### src/rtl/seq_match_ctrl.sv
// Serial pattern-match controller: arms on start, shifts accepted bits through a history register,
// counts overlapping matches and pulses done at the target. Optional idle timeout: SEQ_MATCH_TIMEOUT_EN.
module seq_match_ctrl #(
    parameter int PAT_W = 8,
    parameter int CNT_W = 8,
    parameter int TO_W  = 10
) (
    input  logic             clk,
    input  logic             reset_n,
    input  logic             cfg_we,
    input  logic [PAT_W-1:0] cfg_pattern,
    input  logic [CNT_W-1:0] cfg_target,
    input  logic             start,
    input  logic             abort,
    input  logic             bit_valid,
    input  logic             bit_in,
    output logic             bit_ready,
    output logic             match_pulse,
    output logic [CNT_W-1:0] match_cnt,
    output logic             busy,
`ifdef SEQ_MATCH_TIMEOUT_EN
    output logic             timeout,
`endif
    output logic             done
);

    localparam int FILL_W = $clog2(PAT_W + 1);

    typedef enum logic [1:0] {
        S_IDLE = 2'd0,
        S_RUN  = 2'd1,
        S_DONE = 2'd2
    } state_t;

    state_t             r_state;
    logic [PAT_W-1:0]   r_pattern;
    logic [CNT_W-1:0]   r_target;
    logic [PAT_W-1:0]   r_hist;
    logic [FILL_W-1:0]  r_fill;
    logic [CNT_W-1:0]   r_cnt;
    logic               r_match_pulse;
    logic               r_done;

    logic               w_accept;
    logic [PAT_W-1:0]   w_hist_next;
    logic [FILL_W-1:0]  w_fill_next;
    logic [CNT_W-1:0]   w_cnt_next;
    logic               w_match;
    logic               w_hit_target;

    assign w_accept     = bit_valid && (r_state == S_RUN);
    assign w_hist_next  = {r_hist[PAT_W-2:0], bit_in};
    assign w_fill_next  = (r_fill == FILL_W'(PAT_W)) ? r_fill : r_fill + 1'b1;
    // The fill guard stops a freshly cleared history from matching an all-zero pattern early.
    assign w_match      = w_accept && (w_hist_next == r_pattern) && (w_fill_next == FILL_W'(PAT_W));
    assign w_cnt_next   = (&r_cnt) ? r_cnt : r_cnt + 1'b1;
    assign w_hit_target = (r_target != '0) && (w_cnt_next == r_target);

`ifdef SEQ_MATCH_TIMEOUT_EN
    logic [TO_W-1:0]    r_idle;
    logic               r_timeout;
    logic               w_idle_expire;

    // Expire on the edge where the idle count would land on all-ones.
    assign w_idle_expire = !w_accept && (r_idle == {{(TO_W-1){1'b1}}, 1'b0});
    assign timeout       = r_timeout;
`else
    logic               w_unused_to;
    assign w_unused_to = (TO_W > 0);
`endif

    always_ff @(posedge clk or negedge reset_n) begin
        if (!reset_n) begin
            r_state       <= S_IDLE;
            r_pattern     <= '0;
            r_target      <= '0;
            r_hist        <= '0;
            r_fill        <= '0;
            r_cnt         <= '0;
            r_match_pulse <= 1'b0;
            r_done        <= 1'b0;
`ifdef SEQ_MATCH_TIMEOUT_EN
            r_idle        <= '0;
            r_timeout     <= 1'b0;
`endif
        end else begin
            r_match_pulse <= 1'b0;
            r_done        <= 1'b0;
`ifdef SEQ_MATCH_TIMEOUT_EN
            r_timeout     <= 1'b0;
`endif
            case (r_state)
                S_IDLE: begin
                    if (cfg_we) begin
                        r_pattern <= cfg_pattern;
                        r_target  <= cfg_target;
                    end
                    if (start && !abort) begin
                        r_state <= S_RUN;
                        r_hist  <= '0;
                        r_fill  <= '0;
                        r_cnt   <= '0;
`ifdef SEQ_MATCH_TIMEOUT_EN
                        r_idle  <= '0;
`endif
                    end
                end
                S_RUN: begin
                    if (w_accept) begin
                        r_hist <= w_hist_next;
                        r_fill <= w_fill_next;
                    end
                    if (w_match) begin
                        r_cnt         <= w_cnt_next;
                        r_match_pulse <= 1'b1;
                    end
`ifdef SEQ_MATCH_TIMEOUT_EN
                    r_idle <= w_accept ? '0 : r_idle + 1'b1;
`endif
                    // Abort wins over completion; the final match is still counted.
                    if (abort) begin
                        r_state <= S_IDLE;
                    end else if (w_match && w_hit_target) begin
                        r_state <= S_DONE;
                        r_done  <= 1'b1;
                    end
`ifdef SEQ_MATCH_TIMEOUT_EN
                    else if (w_idle_expire) begin
                        r_state   <= S_IDLE;
                        r_timeout <= 1'b1;
                    end
`endif
                end
                S_DONE: begin
                    r_state <= S_IDLE;
                end
                default: begin
                    r_state <= S_IDLE;
                end
            endcase
        end
    end

    assign bit_ready   = (r_state == S_RUN);
    assign busy        = (r_state != S_IDLE);
    assign match_pulse = r_match_pulse;
    assign match_cnt   = r_cnt;
    assign done        = r_done;

endmodule

### config.mk
export PLATFORM = sky130hd
export DESIGN_NAME = seq_match_ctrl
export DESIGN_NICKNAME = d
export VERILOG_FILES = /design/src/rtl/seq_match_ctrl.sv
export SDC_FILE = /design/constraint.sdc
export NUM_CORES = 1
export LEC_CHECK = 0
export CORE_MARGIN = 2
export CORE_UTILIZATION = 50
export CTS_BUF_LIST = sky130_fd_sc_hd__clkbuf_4
export CTS_CLUSTER_DIAMETER = 100
export DETAILED_ROUTE_END_ITERATION = 16
export PLACE_DENSITY_LB_ADDON = 0.15
export SLEW_MARGIN = 10
export SYNTH_ARGS = -nofsm -noshare
export SYNTH_HDL_FRONTEND = slang
export SYNTH_SLANG_ARGS = --single-unit
### constraint.sdc
create_clock -name clk -period 2 [get_ports clk]
set_input_delay 0.2 -clock clk [delete_from_list [all_inputs] [get_ports clk]]
set_output_delay 0.2 -clock clk [all_outputs]
set_load 0.05 [all_outputs]
==> results.py, run 1 <==
metrics = {
    "cells_and_area": {
        "utilization": 0.729,
        "fin_cells": 338,
        "finalNetCount": 313,
        "design_area_um2": 2980,
        "area_delta_synth_final_pct": 37.6,
        "n_antenna_cell": 0,
        "drive_above_1_share": 0.326,
    },
    "cts": {
        "clk_path_buf_depth": 2,
        "cts-root-buf": "clkbuf_4",
        "cts_tree": "yes",
        "clk_pin_slew_worst_paths_ns": 0.12,
        "ctsHtreeMaxLevel": 2,
        "insertion_delay_ns": 0.35,
        "clock_sinks": 39,
        "cts_buffers": 5,
    },
    "setup_path": {
        "worst_ep_arrival_time_ns": 2.29,
        "criticalPathCategory": "register to register",
        "startpoint_type": "register",
        "cp.required_ns": 2.25,
        "cp-end-kind": "register",
        "crit_fanout": 6,
    },
    "yosys": {
        "synth_fa_ha_area_frac": 0.0173,
        "yosys-top-cells-count": "39 x dfrtp_1, 29 x nand2_1, 19 x nand3_1",
        "synthCells": 219,
        "synth-seq-cells": 39,
        "synth.yosys.seq_area_share": 0.451,
        "synth.area.mux_share": 0.0919,
        "syn_avg_cell_area_um2": 9.89,
        "synthArstFlopShare": 1.00,
        "synth_xor_area_frac": 0.0728,
        "synth.most_common_cell": "dfrtp_1",
        "synth_top_family_by_area": "simple AND/OR/NAND/NOR gates",
        "syn_nets": 245,
        "synth_compound_area_frac": 0.128,
        "yosysTopAreaCell": "dfrtp_1",
        "synthSimpleGateAreaFrac": 0.188,
        "synth-edff-count": 0,
        "yosysWarnings": 0,
        "ys_types": 50,
        "synth_area_leaders": "dfrtp_1 45%, mux2_2 7.8%, xnor2_1 6.9%",
        "synth_top_area_share": 0.451,
        "netlist_area_um2": 2170,
        "ys.flop_type": "dfrtp_1",
    },
    "status": {
        "violations": "setup timing",
        "status": "finished, violations left",
    },
    "drt": {
        "drtIter0Drc": 196,
        "wire_per_inst_um": 14.9,
        "via_count": 1851,
        "antenna_left": 0,
        "wl_um": 5020,
        "drtPass1Iterations": 4,
        "drc": 0,
        "via_per_inst": 5.48,
    },
    "place": {
        "gp_routability_congestion": 0.857,
        "pre_cts_ws_ns": -0.304,
        "io_buffer_count": 34,
        "hpwl_um": 3840,
        "placed_area_um2": 2780,
        "dp.cells": 322,
    },
    "pwr": {
        "pwr-share-clk": 0.214,
        "ir_worst_vdd_uv": 465,
        "switching_share": 0.306,
        "power.density_nw_per_um2": 605,
        "p_switching_uw": 552,
        "leakage_uw": 0.00131,
        "comb_power_share": 0.264,
        "p_seq_frac": 0.522,
        "internal_power_uw": 1250,
    },
    "global_routing": {
        "grt_antenna_before_repair": 0,
        "grt_pass1_wl_um": 8780,
        "grt_usage": 0.226,
        "grt_pass1_vias": 1861,
        "grt_max_degree": 26,
        "overflow": 0,
    },
    "sta": {
        "grt_setup_unrepaired": "yes",
        "skew_ns": 0.00763,
        "fin_ws_ns": -0.0421,
        "max_clock_freq_mhz": 490,
        "final_hold_viol_count": 0,
        "period_needed_ns": 2.04,
        "worst_pin_slew_ns": 0.590,
        "final-max-slew-violation-count": 0,
        "slew_headroom": 0.607,
        "final.period_utilization": 1.02,
        "setup-violations-final": 3,
        "final.setup.tns_ns": -0.0670,
    },
    "floorplanning": {
        "initial_core_util": 0.530,
        "fp.dieW_um": 69.8,
        "ios": 35,
        "row_count": 23,
        "coreArea_um2": 4090,
        "chipHeight_um": 69.8,
        "die-area_um2": 4870,
    },
    "hold_path": {
        "holdCritPathClass": "primary input to asynchronous set/reset pin",
    },
    "flow_run": {
        "drv_cap": 0,
    },
}
-- placed cells by master (no fill, tap or decap), types with 7 or more instances in the layout --
cell / instances
buf_4: 35
clkdlybuf4s50_1: 29
dfrtp_1: 32
dfrtp_2: 7
inv_1: 7
mux2_2: 15
nand2_1: 27
nand3_1: 19
nor2_1: 7
o21ai_0: 9
xnor2_1: 16
-- metrics by stage --
step	hold slack (ns)	total power, µW
detailed placement	0.243	1370
floorplan	-0.0956	1210
finish	0.378	1800
CTS	0.402	1790
global placement	0.231	1350
global route	0.436	1910
-- per-layer routing --
metal / vias to the layer above / wire [µm] / global-route usage
li1: 921 / - / -
met1: 878 / 2380 / 0.324
met2: 45 / 2330 / 0.352
met3: 7 / 237 / 0.0436
met4: 0 / 75 / 0.0598
met5: - / 0 / 0
-- logic make-up after synthesis --
| family | Yosys count |
|---|---|
| compound gates | 40 |
| xor+xnor | 18 |
| fa+ha+maj | 3 |
| buf+inv | 21 |
| flops | 39 |
| mux | 18 |
| simple gates | 80 |
-- timing repair --
item                                    CTS  global route
endpoints found under the setup margin    9            12
hold buffers                              1             0
pin swaps                                10             6
gates resized for setup                  13            12
buffers inserted                          4             2
endpoints found under the hold margin    24             0
cloned                                    1             0
-- registers in the layout, indices dropped and copies added (netlist names) --
name and flops:
done 1, match_cnt 8, match_pulse 1, r_fill 4, r_hist 7, r_pattern 8
r_state 2, r_target 8
-- critical path: stages, from the launching register on --
cell	delay (ns)
dfrtp_2	0.45
ha_4	0.19
nand2_2	0.08
nand4_1	0.14
a221o_1	0.39
a2111oi_4	0.29
nand4_1	0.20
a31o_1	0.21
-- cell type report --
| class | count | area (µm²) |
|---|---|---|
| Inverter | 9 | 33.8 |
| Sequential cell | 39 | 985 |
| Timing Repair Buffer | 73 | 652 |
| Multi-Input combinational cell | 159 | 1190 |
| Fill cell | 310 | 1110 |
| Clock buffer | 5 | 37.5 |
| Tap cell | 50 | 62.6 |
| Clock inverter | 3 | 15.0 |
-- power by group through the flow --
stage / combinational (µW) / sequential [µW] / clock [µW]
floorplan: 271 / 935 / 0
global placement: 405 / 949 / 0
global route: 529 / 951 / 427
detailed placement: 415 / 955 / 0
CTS: 458 / 939 / 394
finish: 475 / 941 / 386
-- worst paths after layout --
kind / slack (ns) / depth (start not counted) / to / start
worst min register to register: 0.53 / 2 / r_hist[0]$_DFFE_PN0P_ / r_hist[0]$_DFFE_PN0P_
max in group asynchronous: 1.00 / 3 / r_pattern[6]$_DFFE_PN0P_ / reset_n
worst max-delay path: -0.04 / 7 / r_state[0]$_DFFE_PN0P_ / match_cnt[1]$_DFFE_PN0P_
worst min-delay path: 0.38 / 2 / r_state[0]$_DFFE_PN0P_ / reset_n
worst max register to register: -0.04 / 7 / r_state[0]$_DFFE_PN0P_ / match_cnt[1]$_DFFE_PN0P_
min in group clk: 0.43 / 3 / r_target[6]$_DFFE_PN0P_ / cfg_target[6]
Power figures use the tool's default switching activity.
==> run 2: changes to the inputs <==
--- a/config.mk
+++ b/config.mk
@@ -6,10 +6,11 @@
 export NUM_CORES = 1
 export LEC_CHECK = 0
 export CORE_MARGIN = 2
-export CORE_UTILIZATION = 50
+export CORE_UTILIZATION = 59
 export CTS_BUF_LIST = sky130_fd_sc_hd__clkbuf_4
 export CTS_CLUSTER_DIAMETER = 100
 export DETAILED_ROUTE_END_ITERATION = 16
+export DONT_BUFFER_PORTS = 1
 export PLACE_DENSITY_LB_ADDON = 0.15
 export SLEW_MARGIN = 10
 export SYNTH_ARGS = -nofsm -noshare
==> constraint.sdc (replaced) <==
create_clock -name clk -period 1.8 [get_ports clk]
set_input_delay 0.18 -clock clk [delete_from_list [all_inputs] [get_ports clk]]
set_output_delay 0.18 -clock clk [all_outputs]
set_load 0.05 [all_outputs]
==> run 2 against run 1 <==
The run still ends with setup timing left. Total power up 22%. Non-clock buffer count grew 7. First-iteration DRC count shrank 14%. Critical path type unchanged.
==> results.py, run 2 (synthesis results as in run 1) <==
metrics = {
    "pwr": {
        "pwr-share-clk": 0.266,
        "comb_power_share": 0.258,
        "p_switching_uw": 647,
        "p_seq_frac": 0.476,
        "ir_worst_vdd_uv": 674,
        "power.density_nw_per_um2": 729,
        "internal_power_uw": 1550,
        "switching_share": 0.294,
        "leakage_uw": 0.00137,
        "finalPower_uw": 2200,
    },
    "cells_and_area": {
        "design_area_um2": 3020,
        "final_cell_mix": "54 x buf_4, 32 x dfrtp_1, 28 x nand2_1, 20 x dlygate4sd3_1, 19 x nand3_1",
        "utilization": 0.837,
        "area_delta_synth_final_pct": 39.4,
        "regArea_um2": 985,
        "finalNetCount": 320,
        "n_antenna_cell": 0,
        "multiInputGateArea_um2": 1170,
        "drive_above_1_share": 0.386,
        "nFillCells": 209,
        "layout.cells.most_common": "buf_4",
    },
    "sta": {
        "worst_pin_slew_ns": 0.446,
        "final_hold_viol_count": 0,
        "grt_setup_unrepaired": "yes",
        "period_needed_ns": 2.10,
        "skew_ns": 0.0166,
        "slew_headroom": 0.703,
        "max_clock_freq_mhz": 476,
        "fin_ws_ns": -0.300,
        "final-max-slew-violation-count": 0,
        "setup-violations-final": 12,
        "final.period_utilization": 1.17,
    },
    "setup_path": {
        "worst_ep_arrival_time_ns": 2.35,
        "cp.required_ns": 2.05,
        "criticalPathCategory": "register to register",
        "crit_chain": "inv_2 -> ha_4 -> or4_4 -> buf_4 -> nor3_4 -> nand4_1 -> a31o_1",
        "cpMaxStageDelayCell": "or4_4",
        "cpPeakStageDelay_ns": 0.54,
        "crit_fanout": 3,
        "startpoint_type": "register",
        "cp-end-kind": "register",
    },
    "global_routing": {
        "grt_max_degree": 40,
        "grt_antenna_before_repair": 0,
        "grt_use_met3": 0.0660,
        "gr-usage-met1": 0.385,
        "grt.busiest_layer": "met2",
        "use_met2": 0.504,
        "overflow": 0,
        "grt_pass1_vias": 2053,
        "grt_pass1_wl_um": 9510,
        "grt_usage": 0.302,
    },
    "floorplanning": {
        "coreArea_um2": 3610,
        "row_count": 22,
        "ios": 35,
        "die-area_um2": 4170,
        "chipHeight_um": 64.6,
        "initial_core_util": 0.601,
        "fp.dieW_um": 64.6,
    },
    "drt": {
        "wire_per_inst_um": 16.3,
        "via_count": 1989,
        "wl_um": 5600,
        "antenna_left": 0,
        "drtPass1Iterations": 6,
        "via_per_inst": 5.80,
        "drc": 0,
        "drtIter0Drc": 169,
    },
    "cts": {
        "clk_path_buf_depth": 2,
        "insertion_delay_ns": 0.36,
        "ctsHtreeMaxLevel": 2,
        "cts_buffers": 5,
        "clk_pin_slew_worst_paths_ns": 0.11,
        "cts_tree": "yes",
        "clock_sinks": 39,
        "cts-root-buf": "clkbuf_4",
    },
    "place": {
        "hpwl_um": 3960,
        "placed_area_um2": 2610,
        "pre_cts_ws_ns": -0.234,
        "gp_routability_congestion": 1.03,
        "io_buffer_count": 0,
    },
    "hold_path": {
        "holdCritPathClass": "primary input to register",
    },
    "status": {
        "status": "finished, violations left",
        "violations": "setup timing",
    },
    "flow_run": {
        "drv_cap": 0,
    },
}
## run 2: layout make-up
type,instances,share of cell area
flip-flops and latches,39,0.326
multi-input cells,159,0.389
repair buffers,80,0.229
clock inverters,3,0.0128
clock buffers,5,0.0124
inverters,9,0.0112
well taps,48,0.0199
## run 2: power by group through the flow
stage	Clock, µW	Sequential (µW)	Combinational, µW
6_report	585	1050	567
3_3_place_gp	0	1050	409
5_1_grt	631	1060	613
2_1_floorplan	0	1040	312
3_5_place_dp	0	1060	434
4_1_cts	597	1040	544
## run 2: through the flow
step	cells	setup TNS [ns]	hold WS [ns]
after floorplan	219	-2.69	-0.116
after global placement	306	-1.52	-0.115
after detailed placement	306	-1.95	-0.114
after CTS	342	-1.86	0.0242
after global routing	343	-3.12	0.0340
final	343	-2.39	0.0482
## run 2: timing repair
action,CTS,global route
hold buffers,21,0
setup buffers,8,1
resized for setup,10,6
pin swaps,11,2
gates cloned,0,0
endpoints found under the setup margin,11,20
endpoints found under the hold margin,60,0
## run 2: path summary, 6_finish.rpt
kind                                        from                       end  slack [ns]  cells after the start
max in group asynchronous                reset_n  match_cnt[0]$_DFFE_PN0P_        1.31                      2
min                                        abort    r_state[0]$_DFFE_PN0P_        0.05                      2
min in group asynchronous                reset_n  match_cnt[3]$_DFFE_PN0P_        0.25                      2
min reg2reg                r_fill[3]$_DFFE_PN0P_     r_fill[3]$_DFFE_PN0P_        0.54                      2
max reg2reg                r_fill[0]$_DFFE_PN0P_    r_state[0]$_DFFE_PN0P_       -0.30                      7
max                        r_fill[0]$_DFFE_PN0P_    r_state[0]$_DFFE_PN0P_       -0.30                      7
## run 2: routing by layer
metal	part of all wire	vias up
met4	0.023	0
met3	0.061	14
li1	-	933
met1	0.42	967
met5	0	-
met2	0.50	75
## run 2: critical path: cells and delay by family (launching register included)
family	cells	cell delay, ns
AND/OR/NAND/NOR	3	0.86
adder cells (fa/ha/maj)	1	0.20
buffers and inverters	2	0.27
AO/OA/AOI/OAI	1	0.22
flip-flops	1	0.45
==> run 3: changes to the inputs <==
--- a/config.mk
+++ b/config.mk
@@ -5,6 +5,7 @@
 export SDC_FILE = /design/constraint.sdc
 export NUM_CORES = 1
 export LEC_CHECK = 0
+export CORE_ASPECT_RATIO = 1.5
 export CORE_MARGIN = 2
 export CORE_UTILIZATION = 59
 export CTS_BUF_LIST = sky130_fd_sc_hd__clkbuf_4
==> run 3 against run 2 <==
The run still ends with setup timing left. Combinational power grew 5.1%. Clock power shrank 16%. First-iteration DRC count shrank 38%. Sequential power is essentially flat. Hold slack lost 0.030 ns. Global-route usage grew 5.9 points. Die area grew 0.25%. Clock skew grew 0.0082 ns.
==> results.py, run 3 (synthesis results as in run 1) <==
metrics = {
    "drt": {
        "drc": 0,
        "wl_um": 7230,
        "via_count": 2228,
        "drtPass1Iterations": 5,
        "via_per_inst": 6.29,
        "drtIter0Drc": 105,
        "antenna_left": 0,
        "wire_per_inst_um": 20.4,
    },
    "pwr": {
        "finalPower_uw": 2140,
        "power.density_nw_per_um2": 679,
        "leakage_uw": 0.00144,
        "ir_worst_vdd_uv": 1010,
    },
    "cts": {
        "cts-root-buf": "clkbuf_4",
        "cts_buffers": 5,
        "cts_tree": "yes",
        "clk_path_buf_depth": 2,
        "clock_sinks": 39,
        "insertion_delay_ns": 0.39,
        "ctsHtreeMaxLevel": 2,
        "clk_pin_slew_worst_paths_ns": 0.12,
    },
    "global_routing": {
        "grt_max_degree": 40,
        "overflow": 0,
        "grt_pass1_vias": 2297,
        "grt_usage": 0.361,
        "grt_antenna_before_repair": 0,
        "grt_pass1_wl_um": 10700,
    },
    "setup_path": {
        "cp-end-kind": "register",
        "worst_ep_arrival_time_ns": 2.50,
        "startpoint": "match_cnt[3]$_DFFE_PN0P_",
        "startpoint_type": "register",
        "r2r-start": "match_cnt[3]$_DFFE_PN0P_",
        "cp.required_ns": 2.08,
        "criticalPathCategory": "register to register",
        "crit_fanout": 4,
    },
    "status": {
        "status": "finished, violations left",
        "violations": "setup timing",
    },
    "cells_and_area": {
        "layout.cells.most_common": "buf_4",
        "fin_cells": 354,
        "n_antenna_cell": 0,
        "final_cell_mix": "69 x buf_4, 32 x dfrtp_1, 27 x nand2_1, 20 x dlygate4sd3_1, 19 x nand3_1",
        "drive_above_1_share": 0.431,
        "area_delta_synth_final_pct": 45.3,
        "finalNetCount": 336,
    },
    "hold_path": {
        "worstHoldStart": "abort",
        "holdCritPathClass": "primary input to register",
    },
    "sta": {
        "final.period_utilization": 1.23,
        "fin_ws_ns": -0.420,
        "grt_setup_unrepaired": "yes",
        "period_needed_ns": 2.22,
        "final_hold_viol_count": 0,
        "final-max-slew-violation-count": 0,
        "worst_pin_slew_ns": 0.473,
        "slew_headroom": 0.684,
        "skew_ns": 0.0248,
        "whs_ns": 0.0178,
        "setup-violations-final": 12,
        "max_clock_freq_mhz": 450,
    },
    "floorplanning": {
        "die-area_um2": 4180,
        "coreArea_um2": 3580,
        "ios": 35,
        "initial_core_util": 0.605,
        "fp.dieW_um": 53.5,
        "chipHeight_um": 78.2,
        "row_count": 27,
    },
    "place": {
        "dp.cells": 315,
        "gp_routability_congestion": 1.02,
        "io_buffer_count": 0,
        "hpwl_um": 4270,
    },
    "flow_run": {
        "drv_cap": 0,
    },
}
==> run 3: worst paths after layout <==
check | to | slack (ns) | cells past startpoint
worst max-delay path | r_state[0]$_DFFE_PN0P_ | -0.42 | 8
worst min-delay path | r_state[0]$_DFFE_PN0P_ | 0.02 | 2
worst max register to register | r_state[0]$_DFFE_PN0P_ | -0.42 | 8
min in group asynchronous | r_hist[4]$_DFFE_PN0P_ | 0.23 | 2
worst min register to register | r_pattern[3]$_DFFE_PN0P_ | 0.55 | 1
max in group asynchronous | match_cnt[6]$_DFFE_PN0P_ | 1.34 | 2
==> run 3: area by class of cell <==
cell class / count / area (µm²)
Inverter: 9 / 33.8
Tap cell: 43 / 53.8
Timing Repair Buffer: 96 / 806
Sequential cell: 39 / 985
Multi-Input combinational cell: 159 / 1210
Clock inverter: 2 / 12.5
Clock buffer: 6 / 45.0
Fill cell: 181 / 434
==> run 3: stage by stage <==
stage	utilization	TNS, ns	setup slack (ns)	cell area (µm²)
floorplan	-	-2.69	-0.372	2240
global placement	0.753	-2.17	-0.333	2700
detailed placement	0.753	-2.83	-0.350	2700
CTS	0.860	-2.18	-0.256	3080
global route	0.879	-3.83	-0.512	3150
finish	0.879	-2.99	-0.420	3150
==> run 3: timing repair <==
action                                  in CTS  in global routing
setup buffers                               10                  0
endpoints found under the setup margin      11                 20
hold buffers                                21                  0
resized for setup                           11                 13
pin swaps                                   10                  6
hold endpoints to repair                    60                  0
==> run 3: layer usage <==
metal	global-route usage	vias up	part of all wire	routed length (µm)
met5	0	-	0	0
met1	0.368	1077	0.33	2410
li1	-	968	-	-
met2	0.621	136	0.54	3920
met4	0.241	0	0.065	469
met3	0.0856	47	0.059	424
==> run 3: power breakdown <==
| part | internal, µW | switching (µW) |
|---|---|---|
| combinational | 307 | 289 |
| clock | 166 | 328 |
| sequential | 960 | 87.1 |
==> run 3: worst max-delay path, cell delays in order, from the launching register on <==
cell       delay, ns
dfrtp_2         0.43
and4_4          0.24
a21o_1          0.15
buf_4           0.12
buf_4           0.10
nand3_1         0.16
a2111oi_2       0.43
nand4_1         0.26
a31o_1          0.24
